<file path="src/rtl/uart_dbg_controller_if.sv">
// MCU debug command bus between the UART debug controller (master) and the MCU core (slave).
interface uart_dbg_controller_if;
    logic [31:0] pc;
    logic        mcu_busy;
    logic [31:0] d_rd;
    logic        error;
    logic [31:0] d_in;
    logic [31:0] addr;
    logic        pause;
    logic        resume;
    logic        mcu_reset;
    logic        reg_rd;
    logic        reg_wr;
    logic        mem_rd;
    logic        mem_wr;
    logic [3:0]  mem_be;
    logic        valid;

    modport master (
        input  pc, mcu_busy, d_rd, error,
        output d_in, addr, pause, resume, mcu_reset, reg_rd, reg_wr, mem_rd, mem_wr, mem_be, valid
    );

    modport slave (
        output pc, mcu_busy, d_rd, error,
        input  d_in, addr, pause, resume, mcu_reset, reg_rd, reg_wr, mem_rd, mem_wr, mem_be, valid
    );
endinterface

</file>
<file path="src/rtl/uart_dbg_controller.sv">
// UART (8N1) debug controller: decodes host command frames into MCU debug strobes
// and returns read data plus a status byte.
module uart_dbg_controller #(
    parameter int CLK_RATE       = 100,
    parameter int BAUD           = 115200,
    parameter int TIMEOUT_CYCLES = 100000
) (
    input  logic                  clk,
    input  logic                  reset,
    input  logic                  srx,
    output logic                  stx,
    uart_dbg_controller_if.master dbg
);
    localparam int          BIT_CYCLES = CLK_RATE * 1000000 / BAUD;
    localparam logic [31:0] BIT_M1     = 32'(BIT_CYCLES - 1);
    localparam logic [31:0] HALF_M1    = 32'(BIT_CYCLES / 2 - 1);
    localparam logic [31:0] GAP_LIMIT  = 32'(16 * BIT_CYCLES);
    localparam logic [31:0] TO_M1      = 32'(TIMEOUT_CYCLES - 1);

    typedef enum logic [2:0] {
        IDLE     = 3'd0,
        GET_ADDR = 3'd1,
        GET_DATA = 3'd2,
        ISSUE    = 3'd3,
        WAIT     = 3'd4,
        SEND     = 3'd5
    } state_t;

    function automatic logic is_read(input logic [7:0] op);
        return (op == 8'h04) || (op == 8'h05) || (op == 8'h07);
    endfunction

    function automatic logic needs_data(input logic [7:0] op);
        return (op == 8'h06) || (op == 8'h08) || (op == 8'h09);
    endfunction

    function automatic logic [3:0] lane_be(input logic [1:0] a);
        return 4'b0001 << a;
    endfunction

    logic [1:0]  srx_sync_r;
    logic        srx_prev_r, rx_active_r, rx_valid_r;
    logic [31:0] rx_cnt_r;
    logic [3:0]  rx_idx_r;
    logic [7:0]  rx_shift_r, rx_byte_r;

    logic        stx_r, tx_busy_r, tx_load_s;
    logic [31:0] tx_cnt_r;
    logic [3:0]  tx_bits_r;
    logic [8:0]  tx_shift_r;
    logic [7:0]  tx_byte_s;

    state_t      state_r, next_s;
    logic [7:0]  opcode_r, op_s, status_r;
    logic [31:0] addr_sh_r, data_sh_r, addr_full_s, data_full_s;
    logic [1:0]  byte_cnt_r;
    logic [31:0] gap_cnt_r, wait_cnt_r, rd_data_r;
    logic [2:0]  send_idx_r;
    logic        send_first_r;

    logic        valid_r;
    logic [6:0]  strobe_r;
    logic [31:0] addr_r, d_in_r;
    logic [3:0]  mem_be_r;

    // UART receiver: start-bit check, mid-bit sampling, bytes with a low stop bit are dropped
    always_ff @(posedge clk) begin
        if (reset) begin
            srx_sync_r  <= 2'b11;
            srx_prev_r  <= 1'b1;
            rx_active_r <= 1'b0;
            rx_valid_r  <= 1'b0;
            rx_cnt_r    <= 32'd0;
            rx_idx_r    <= 4'd0;
            rx_shift_r  <= 8'h00;
            rx_byte_r   <= 8'h00;
        end else begin
            srx_sync_r <= {srx_sync_r[0], srx};
            srx_prev_r <= srx_sync_r[1];
            rx_valid_r <= 1'b0;
            if (!rx_active_r) begin
                if (srx_prev_r && !srx_sync_r[1]) begin
                    rx_active_r <= 1'b1;
                    rx_cnt_r    <= HALF_M1;
                    rx_idx_r    <= 4'd0;
                end
            end else if (rx_cnt_r != 32'd0) begin
                rx_cnt_r <= rx_cnt_r - 32'd1;
            end else begin
                rx_cnt_r <= BIT_M1;
                rx_idx_r <= rx_idx_r + 4'd1;
                if (rx_idx_r == 4'd0) begin
                    if (srx_sync_r[1]) rx_active_r <= 1'b0;
                end else if (rx_idx_r == 4'd9) begin
                    rx_active_r <= 1'b0;
                    if (srx_sync_r[1]) begin
                        rx_valid_r <= 1'b1;
                        rx_byte_r  <= rx_shift_r;
                    end
                end else begin
                    rx_shift_r <= {srx_sync_r[1], rx_shift_r[7:1]};
                end
            end
        end
    end

    // UART transmitter: start bit driven on load, then 8 data bits LSB first and the stop bit
    always_ff @(posedge clk) begin
        if (reset) begin
            stx_r      <= 1'b1;
            tx_busy_r  <= 1'b0;
            tx_cnt_r   <= 32'd0;
            tx_bits_r  <= 4'd0;
            tx_shift_r <= 9'h1FF;
        end else if (tx_load_s) begin
            stx_r      <= 1'b0;
            tx_busy_r  <= 1'b1;
            tx_cnt_r   <= BIT_M1;
            tx_bits_r  <= 4'd9;
            tx_shift_r <= {1'b1, tx_byte_s};
        end else if (tx_busy_r) begin
            if (tx_cnt_r != 32'd0) begin
                tx_cnt_r <= tx_cnt_r - 32'd1;
            end else if (tx_bits_r == 4'd0) begin
                tx_busy_r <= 1'b0;
                stx_r     <= 1'b1;
            end else begin
                stx_r      <= tx_shift_r[0];
                tx_shift_r <= {1'b1, tx_shift_r[8:1]};
                tx_bits_r  <= tx_bits_r - 4'd1;
                tx_cnt_r   <= BIT_M1;
            end
        end
    end

    // Operand views that include the byte arriving this cycle
    always_comb begin
        if (state_r == IDLE) op_s = rx_byte_r;
        else                 op_s = opcode_r;
        if (state_r == GET_ADDR) addr_full_s = {addr_sh_r[23:0], rx_byte_r};
        else                     addr_full_s = addr_sh_r;
        if (state_r == GET_DATA) data_full_s = {data_sh_r[23:0], rx_byte_r};
        else                     data_full_s = data_sh_r;
        case (send_idx_r)
            3'd0:    tx_byte_s = rd_data_r[31:24];
            3'd1:    tx_byte_s = rd_data_r[23:16];
            3'd2:    tx_byte_s = rd_data_r[15:8];
            3'd3:    tx_byte_s = rd_data_r[7:0];
            3'd4:    tx_byte_s = status_r;
            default: tx_byte_s = 8'h00;
        endcase
    end

    // Command FSM next-state and transmit-load decisions
    always_comb begin
        next_s    = state_r;
        tx_load_s = 1'b0;
        case (state_r)
            IDLE: begin
                if (rx_valid_r) begin
                    case (rx_byte_r)
                        8'h01, 8'h02, 8'h03:               next_s = ISSUE;
                        8'h05, 8'h06, 8'h07, 8'h08, 8'h09: next_s = GET_ADDR;
                        default:                           next_s = SEND;
                    endcase
                end else begin
                    next_s = IDLE;
                end
            end
            GET_ADDR, GET_DATA: begin
                if (gap_cnt_r > GAP_LIMIT) begin
                    next_s = IDLE;
                end else if (rx_valid_r && (byte_cnt_r == 2'd3)) begin
                    if (state_r == GET_ADDR && needs_data(opcode_r)) next_s = GET_DATA;
                    else                                             next_s = ISSUE;
                end else begin
                    next_s = state_r;
                end
            end
            ISSUE: next_s = WAIT;
            WAIT: begin
                if (!dbg.mcu_busy || (wait_cnt_r == TO_M1)) next_s = SEND;
                else                                         next_s = WAIT;
            end
            SEND: begin
                if (send_first_r) begin
                    next_s = SEND;
                end else if (send_idx_r == 3'd5) begin
                    if (tx_busy_r) next_s = SEND;
                    else           next_s = IDLE;
                end else begin
                    if (!tx_busy_r) tx_load_s = 1'b1;
                    else            tx_load_s = 1'b0;
                    next_s = SEND;
                end
            end
            default: next_s = IDLE;
        endcase
    end

    // Frame assembly, wait/timeout bookkeeping and reply sequencing
    always_ff @(posedge clk) begin
        if (reset) begin
            state_r      <= IDLE;
            opcode_r     <= 8'h00;
            status_r     <= 8'h00;
            addr_sh_r    <= 32'd0;
            data_sh_r    <= 32'd0;
            byte_cnt_r   <= 2'd0;
            gap_cnt_r    <= 32'd0;
            wait_cnt_r   <= 32'd0;
            rd_data_r    <= 32'd0;
            send_idx_r   <= 3'd0;
            send_first_r <= 1'b0;
        end else begin
            state_r <= next_s;
            if (rx_valid_r || (state_r == IDLE)) gap_cnt_r <= 32'd0;
            else                                 gap_cnt_r <= gap_cnt_r + 32'd1;
            if ((next_s == SEND) && (state_r != SEND)) begin
                send_first_r <= 1'b1;
                send_idx_r   <= is_read(op_s) ? 3'd0 : 3'd4;
            end
            case (state_r)
                IDLE: begin
                    if (rx_valid_r) begin
                        opcode_r   <= rx_byte_r;
                        byte_cnt_r <= 2'd0;
                        rd_data_r  <= 32'd0;
                        status_r   <= ((rx_byte_r >= 8'h01) && (rx_byte_r <= 8'h09)) ? 8'h00 : 8'hFF;
                    end
                end
                GET_ADDR: begin
                    if (rx_valid_r) begin
                        addr_sh_r  <= addr_full_s;
                        byte_cnt_r <= byte_cnt_r + 2'd1;
                    end
                end
                GET_DATA: begin
                    if (rx_valid_r) begin
                        data_sh_r  <= data_full_s;
                        byte_cnt_r <= byte_cnt_r + 2'd1;
                    end
                end
                ISSUE: wait_cnt_r <= 32'd0;
                WAIT: begin
                    wait_cnt_r <= wait_cnt_r + 32'd1;
                    if (!dbg.mcu_busy) begin
                        rd_data_r <= dbg.d_rd;
                        status_r  <= dbg.error ? 8'h01 : 8'h00;
                    end else if (wait_cnt_r == TO_M1) begin
                        rd_data_r <= 32'd0;
                        status_r  <= 8'hEE;
                    end
                end
                SEND: begin
                    if (send_first_r) begin
                        send_first_r <= 1'b0;
                        if (opcode_r == 8'h04) rd_data_r <= dbg.pc;
                    end else if (tx_load_s) begin
                        send_idx_r <= send_idx_r + 3'd1;
                    end
                end
                default: ;
            endcase
        end
    end

    // Registered command outputs: one strobe with valid for the single ISSUE cycle
    always_ff @(posedge clk) begin
        if (reset) begin
            valid_r  <= 1'b0;
            strobe_r <= 7'd0;
            addr_r   <= 32'd0;
            d_in_r   <= 32'd0;
            mem_be_r <= 4'd0;
        end else if (next_s == ISSUE) begin
            valid_r <= 1'b1;
            case (op_s)
                8'h01:   begin strobe_r <= 7'b1000000; addr_r <= 32'd0;       d_in_r <= 32'd0;                  mem_be_r <= 4'b0000; end
                8'h02:   begin strobe_r <= 7'b0100000; addr_r <= 32'd0;       d_in_r <= 32'd0;                  mem_be_r <= 4'b0000; end
                8'h03:   begin strobe_r <= 7'b0010000; addr_r <= 32'd0;       d_in_r <= 32'd0;                  mem_be_r <= 4'b0000; end
                8'h05:   begin strobe_r <= 7'b0001000; addr_r <= addr_full_s; d_in_r <= 32'd0;                  mem_be_r <= 4'b0000; end
                8'h06:   begin strobe_r <= 7'b0000100; addr_r <= addr_full_s; d_in_r <= data_full_s;            mem_be_r <= 4'b0000; end
                8'h07:   begin strobe_r <= 7'b0000010; addr_r <= addr_full_s; d_in_r <= 32'd0;                  mem_be_r <= 4'b1111; end
                8'h08:   begin strobe_r <= 7'b0000001; addr_r <= addr_full_s; d_in_r <= data_full_s;            mem_be_r <= 4'b1111; end
                8'h09:   begin strobe_r <= 7'b0000001; addr_r <= addr_full_s; d_in_r <= {4{data_full_s[7:0]}}; mem_be_r <= lane_be(addr_full_s[1:0]); end
                default: begin strobe_r <= 7'd0;       addr_r <= addr_r;      d_in_r <= d_in_r;                 mem_be_r <= mem_be_r; end
            endcase
        end else begin
            valid_r  <= 1'b0;
            strobe_r <= 7'd0;
        end
    end

    assign stx           = stx_r;
    assign dbg.valid     = valid_r;
    assign dbg.pause     = strobe_r[6];
    assign dbg.resume    = strobe_r[5];
    assign dbg.mcu_reset = strobe_r[4];
    assign dbg.reg_rd    = strobe_r[3];
    assign dbg.reg_wr    = strobe_r[2];
    assign dbg.mem_rd    = strobe_r[1];
    assign dbg.mem_wr    = strobe_r[0];
    assign dbg.addr      = addr_r;
    assign dbg.d_in      = d_in_r;
    assign dbg.mem_be    = mem_be_r;
endmodule

</file>
<file path="src/flat_wrapper.sv">
// flat-port wrapper written by rule: the top's interface ports become plain ports
module uart_dbg_controller_flat 
#(
    parameter int CLK_RATE       = 100,
    parameter int BAUD           = 115200,
    parameter int TIMEOUT_CYCLES = 100000
)
  (clk, reset, srx, stx, dbg_pc, dbg_mcu_busy, dbg_d_rd, dbg_error, dbg_d_in, dbg_addr, dbg_pause, dbg_resume, dbg_mcu_reset, dbg_reg_rd, dbg_reg_wr, dbg_mem_rd, dbg_mem_wr, dbg_mem_be, dbg_valid);
  uart_dbg_controller_if dbg_i ();
  input  logic clk;
  input  logic reset;
  input  logic srx;
  output logic stx;
  input wire logic [$bits(dbg_i.pc)-1:0] dbg_pc;
  input wire logic [$bits(dbg_i.mcu_busy)-1:0] dbg_mcu_busy;
  input wire logic [$bits(dbg_i.d_rd)-1:0] dbg_d_rd;
  input wire logic [$bits(dbg_i.error)-1:0] dbg_error;
  output wire logic [$bits(dbg_i.d_in)-1:0] dbg_d_in;
  output wire logic [$bits(dbg_i.addr)-1:0] dbg_addr;
  output wire logic [$bits(dbg_i.pause)-1:0] dbg_pause;
  output wire logic [$bits(dbg_i.resume)-1:0] dbg_resume;
  output wire logic [$bits(dbg_i.mcu_reset)-1:0] dbg_mcu_reset;
  output wire logic [$bits(dbg_i.reg_rd)-1:0] dbg_reg_rd;
  output wire logic [$bits(dbg_i.reg_wr)-1:0] dbg_reg_wr;
  output wire logic [$bits(dbg_i.mem_rd)-1:0] dbg_mem_rd;
  output wire logic [$bits(dbg_i.mem_wr)-1:0] dbg_mem_wr;
  output wire logic [$bits(dbg_i.mem_be)-1:0] dbg_mem_be;
  output wire logic [$bits(dbg_i.valid)-1:0] dbg_valid;
  assign dbg_i.pc = dbg_pc;
  assign dbg_i.mcu_busy = dbg_mcu_busy;
  assign dbg_i.d_rd = dbg_d_rd;
  assign dbg_i.error = dbg_error;
  assign dbg_d_in = dbg_i.d_in;
  assign dbg_addr = dbg_i.addr;
  assign dbg_pause = dbg_i.pause;
  assign dbg_resume = dbg_i.resume;
  assign dbg_mcu_reset = dbg_i.mcu_reset;
  assign dbg_reg_rd = dbg_i.reg_rd;
  assign dbg_reg_wr = dbg_i.reg_wr;
  assign dbg_mem_rd = dbg_i.mem_rd;
  assign dbg_mem_wr = dbg_i.mem_wr;
  assign dbg_mem_be = dbg_i.mem_be;
  assign dbg_valid = dbg_i.valid;
  uart_dbg_controller #(.CLK_RATE(CLK_RATE), .BAUD(BAUD), .TIMEOUT_CYCLES(TIMEOUT_CYCLES)) u_core (.clk(clk), .reset(reset), .srx(srx), .stx(stx), .dbg(dbg_i));
endmodule
</file>
<file path="config.mk">
export PLATFORM = sky130hd
export DESIGN_NAME = uart_dbg_controller_flat
export DESIGN_NICKNAME = d
export VERILOG_FILES = /design/src/rtl/uart_dbg_controller_if.sv /design/src/rtl/uart_dbg_controller.sv /design/src/flat_wrapper.sv
export SDC_FILE = /design/constraint.sdc
export NUM_CORES = 1
export LEC_CHECK = 0
export ABC_AREA = 1
export CORE_MARGIN = 2
export CORE_UTILIZATION = 45
export DETAILED_ROUTE_END_ITERATION = 12
export HOLD_SLACK_MARGIN = 0.03
export PLACE_DENSITY_LB_ADDON = 0.25
export SLEW_MARGIN = 5
export SYNTH_ARGS = -nofsm -noshare
export SYNTH_HDL_FRONTEND = slang
export SYNTH_SLANG_ARGS = --single-unit
</file>
<file path="constraint.sdc">
create_clock -name clk -period 2.2 [get_ports clk]
set_input_delay 0.22 -clock clk [delete_from_list [all_inputs] [get_ports clk]]
set_output_delay 0.22 -clock clk [all_outputs]
set_load 0.02 [all_outputs]
</file>
==> flow_summary.toml <==
[route]
wl_per_cell_um = 13.8
drc = 0
final_antenna_net_count = 0
firstDrtPassIters = 5
avgViaCountPerCell = 5.13
vias = 18400
routed_wl_um = 49500
drt_iter0_markers = 1130

[yosys]
synth_top_cell_by_area = "dfxtp_1"
synth.mux.area_fraction_pct = 0
yosysSeqAreaShare_pct = 39.6
synth_edf_count = 0
yosys-top-cells-area = "dfxtp_1, nand2_1, nor2_1"
synth_top_family_by_area = "simple AND/OR/NAND/NOR gates"
yosys_warnings = 0
netlist_area_um2 = 18300
synth_compound_area_share_pct = 16.6
syn_area_per_cell_um2 = 6.53
synth_xor_area_share_pct = 1.68
syn_nets = 2882
ys_async_sr_fraction_pct = 0
synth_cells = 2797
yosys_most_used_dff = "dfxtp_1"
ys_ff_latch = 361
synth_top_area_share_pct = 39.6
synth_fa_ha_area_share_pct = 1.10
synth_cell_types = 51
yosys.area_share.simple_pct = 31.4

[worst_setup_path]
timing.rr.end = "u_core.dbg.d_in[16]$_SDFFE_PP0P_"
end_kind = "flip-flop"
crit_end = "u_core.dbg.d_in[16]$_SDFFE_PP0P_"
required_ns = 2.68
startpoint_type = "flip-flop"
critical_path_arrival_ns = 2.60
startpoint = "u_core.send_idx_r[1]$_SDFF_PP0_"
crit_fanout = 8
rrSetupSlack_ns = 0.08
regToRegStartpoint = "u_core.send_idx_r[1]$_SDFF_PP0_"
r2r_cells = 12
worstSetupPathType = "flip-flop to flip-flop"

[power_and_ir_drop]
ir_drop_v = 0.000521
p_per_area_nw_per_um2 = 651
leakage_uw = 0.0103

[cells_and_area]
fill_cells = 3800
syn2layout_area_growth_pct = 27.2
design_area_um2 = 23200
fin_nets = 3118
diodes = 0
layout-drive-gt1-share_pct = 10.8

[floorplanning]
start_util_pct = 45.7
die-area_um2 = 42200
io_pins = 146
die_w_um = 205
fp-row-count = 73
core-area_um2 = 39900
dieHeight_um = 205

[clock_network]
cts.sinks = 361
cts_buffers = 41
htree_levels = 2
max-clock-path-buffers = 3
clkLatencyLatePin_ns = 0.56
cts_tree = "built"
cts-root-buf = "clkbuf_16"
clk_pin_slew_ns = 0.06

[global_routing]
grt_max_degree = 78
grt_util_all_layers_pct = 22.2
grt_pass1_wl_um = 79000
met2_usage_pct = 38.0
antenna_found_initial = 0
first_global_vias = 16900
grt_use_met3_pct = 2.77
grt.met1_usage_pct = 29.6
overflow = 0
busiest_layer = "met2"

[job]
drv_cap = 0

[place]
place_area_um2 = 21100
dp_hpwl_um = 34100
port_buffers = 145
preCtsSetupSlack_ns = -0.0434
gp_congestion = 0.875

[timing]
fmaxAchievable_mhz = 473
tns_ns = 0
setup_ws_ns = 0.0838
hold_violations = 0
timing.final.crit_share_pct = 96.2
finalSetupViolCount = 0
slew_headroom_pct = 54.4
finalCriticalPeriod_ns = 2.12
tightest_slew_ns = 0.684
final_max_slew_viol_count = 0
hold_ws_ns = 0.143
clock_skew_ns = 0.0214

[min_path]
hp-class = "input pin to flip-flop"

[run_status]
status = "completed"
==> synth_stat cells, types with 16 or more instances <==
library cell,count
nand2_1,648
nor2_1,477
dfxtp_1,361
inv_1,329
o21ai_0,231
a21oi_1,213
nand3_1,118
clkbuf_1,87
nand4_1,44
nor3_1,39
a32o_1,32
xor2_1,27
ha_1,16
==> cells by family after synthesis <==
family	Yosys count
AOI/OAI and AO/OA	541
adders and majority gates	16
buffers and inverters	457
and+or+nand+nor	1387
DFF	361
xor gates and xnor gates	35
==> state kept, by name (all words and copies together) (netlist names), 7 cells and up, named ones only <==
name and count:
u_core.addr_sh_r 32, u_core.data_sh_r 32, u_core.dbg.addr 32, u_core.dbg.d_in 32, u_core.gap_cnt_r 32, u_core.opcode_r 8, u_core.rd_data_r 32, u_core.rx_byte_r 8
u_core.rx_cnt_r 32, u_core.rx_shift_r 8, u_core.strobe_r 7, u_core.tx_cnt_r 32, u_core.tx_shift_r 8, u_core.wait_cnt_r 32
==> per-stage QoR <==
stage          util, %  power, uW  cells
2_1_floorplan        -       7580   2797
5_1_grt           58.2      15700   3589
6_report          58.2      15100   3589
4_1_cts           56.4      15200   3563
3_5_place_dp      52.8       8000   3489
3_3_place_gp      52.8       7980   3489
==> where the power goes <==
group          internal, uW  switching [uW]  total (uW)  leakage (uW)
sequential             6590            58.1        6650       0.00291
combinational           525             744        1270       0.00665
clock                  4400            2800        7200      0.000695
==> worst min path at each step <==
stage,from,endpoint,slack (ns),cells past startpoint
detailed placement,u_core.tx_cnt_r[2]$_SDFFE_PP0P_,u_core.tx_cnt_r[2]$_SDFFE_PP0P_,0.46,1
finish,reset,u_core.rx_cnt_r[16]$_SDFFE_PP0P_,0.14,2
global route,reset,u_core.rx_cnt_r[11]$_SDFFE_PP0P_,0.15,2
CTS,reset,u_core.rx_cnt_r[12]$_SDFFE_PP0P_,0.10,2
floorplan,srx,u_core.srx_sync_r[0]$_SDFF_PP1_,0.32,1
global placement,u_core.rd_data_r[30]$_SDFFE_PP0P_,u_core.rd_data_r[30]$_SDFFE_PP0P_,0.44,2
==> routing by layer <==
layer / vias up / share of wire [%]
met5: - / 0
met4: 0 / 2.1
met3: 81 / 4.8
met2: 433 / 48
met1: 8405 / 45
li1: 9499 / -
==> worst max-delay path: stages (launching register included) <==
cell       delay [ns]
dfxtp_2          0.34
inv_2            0.06
ha_2             0.17
nand2_2          0.08
o31ai_4          0.28
nand3_2          0.18
a21oi_4          0.21
nand3_4          0.12
buf_12           0.18
clkbuf_16        0.16
nand2_1          0.06
nand2_1          0.06
nor2_1           0.13
==> final cells by class <==
class	count	area, um2	area share (%)
multi-input combinational	1980	9570	41.2
sequential	361	7230	31.2
timing repair buffer	306	3020	13.0
inverter	343	1300	5.60
clock buffer	51	1140	4.93
tap	525	657	2.83
clock inverter	23	288	1.24
==> layout by cell type, fill, tap and decap left out, drive strengths merged, types with 9 or more instances in the layout <==
cell,count
nor3,41
nor2,482
o21ai,235
nand2,650
o21a,9
buf,155
nand3b,11
xor2,27
clkinv,12
a32o,32
nand3,123
ha,16
a31oi,11
clkdlybuf4s50,144
a21oi,213
nor4,12
nand4,44
o211ai,10
or2,12
clkbuf,58
inv,341
dfxtp,361
==> repair_timing <==
item | CTS | global route
cloned | 0 | 14
resized for setup | 5 | 80
pin swaps | 0 | 12
hold buffers | 0 | 0
setup buffers | 0 | 12
endpoints found under the setup margin | 12 | 157
Note: power is estimated with default switching activity, not from simulation.
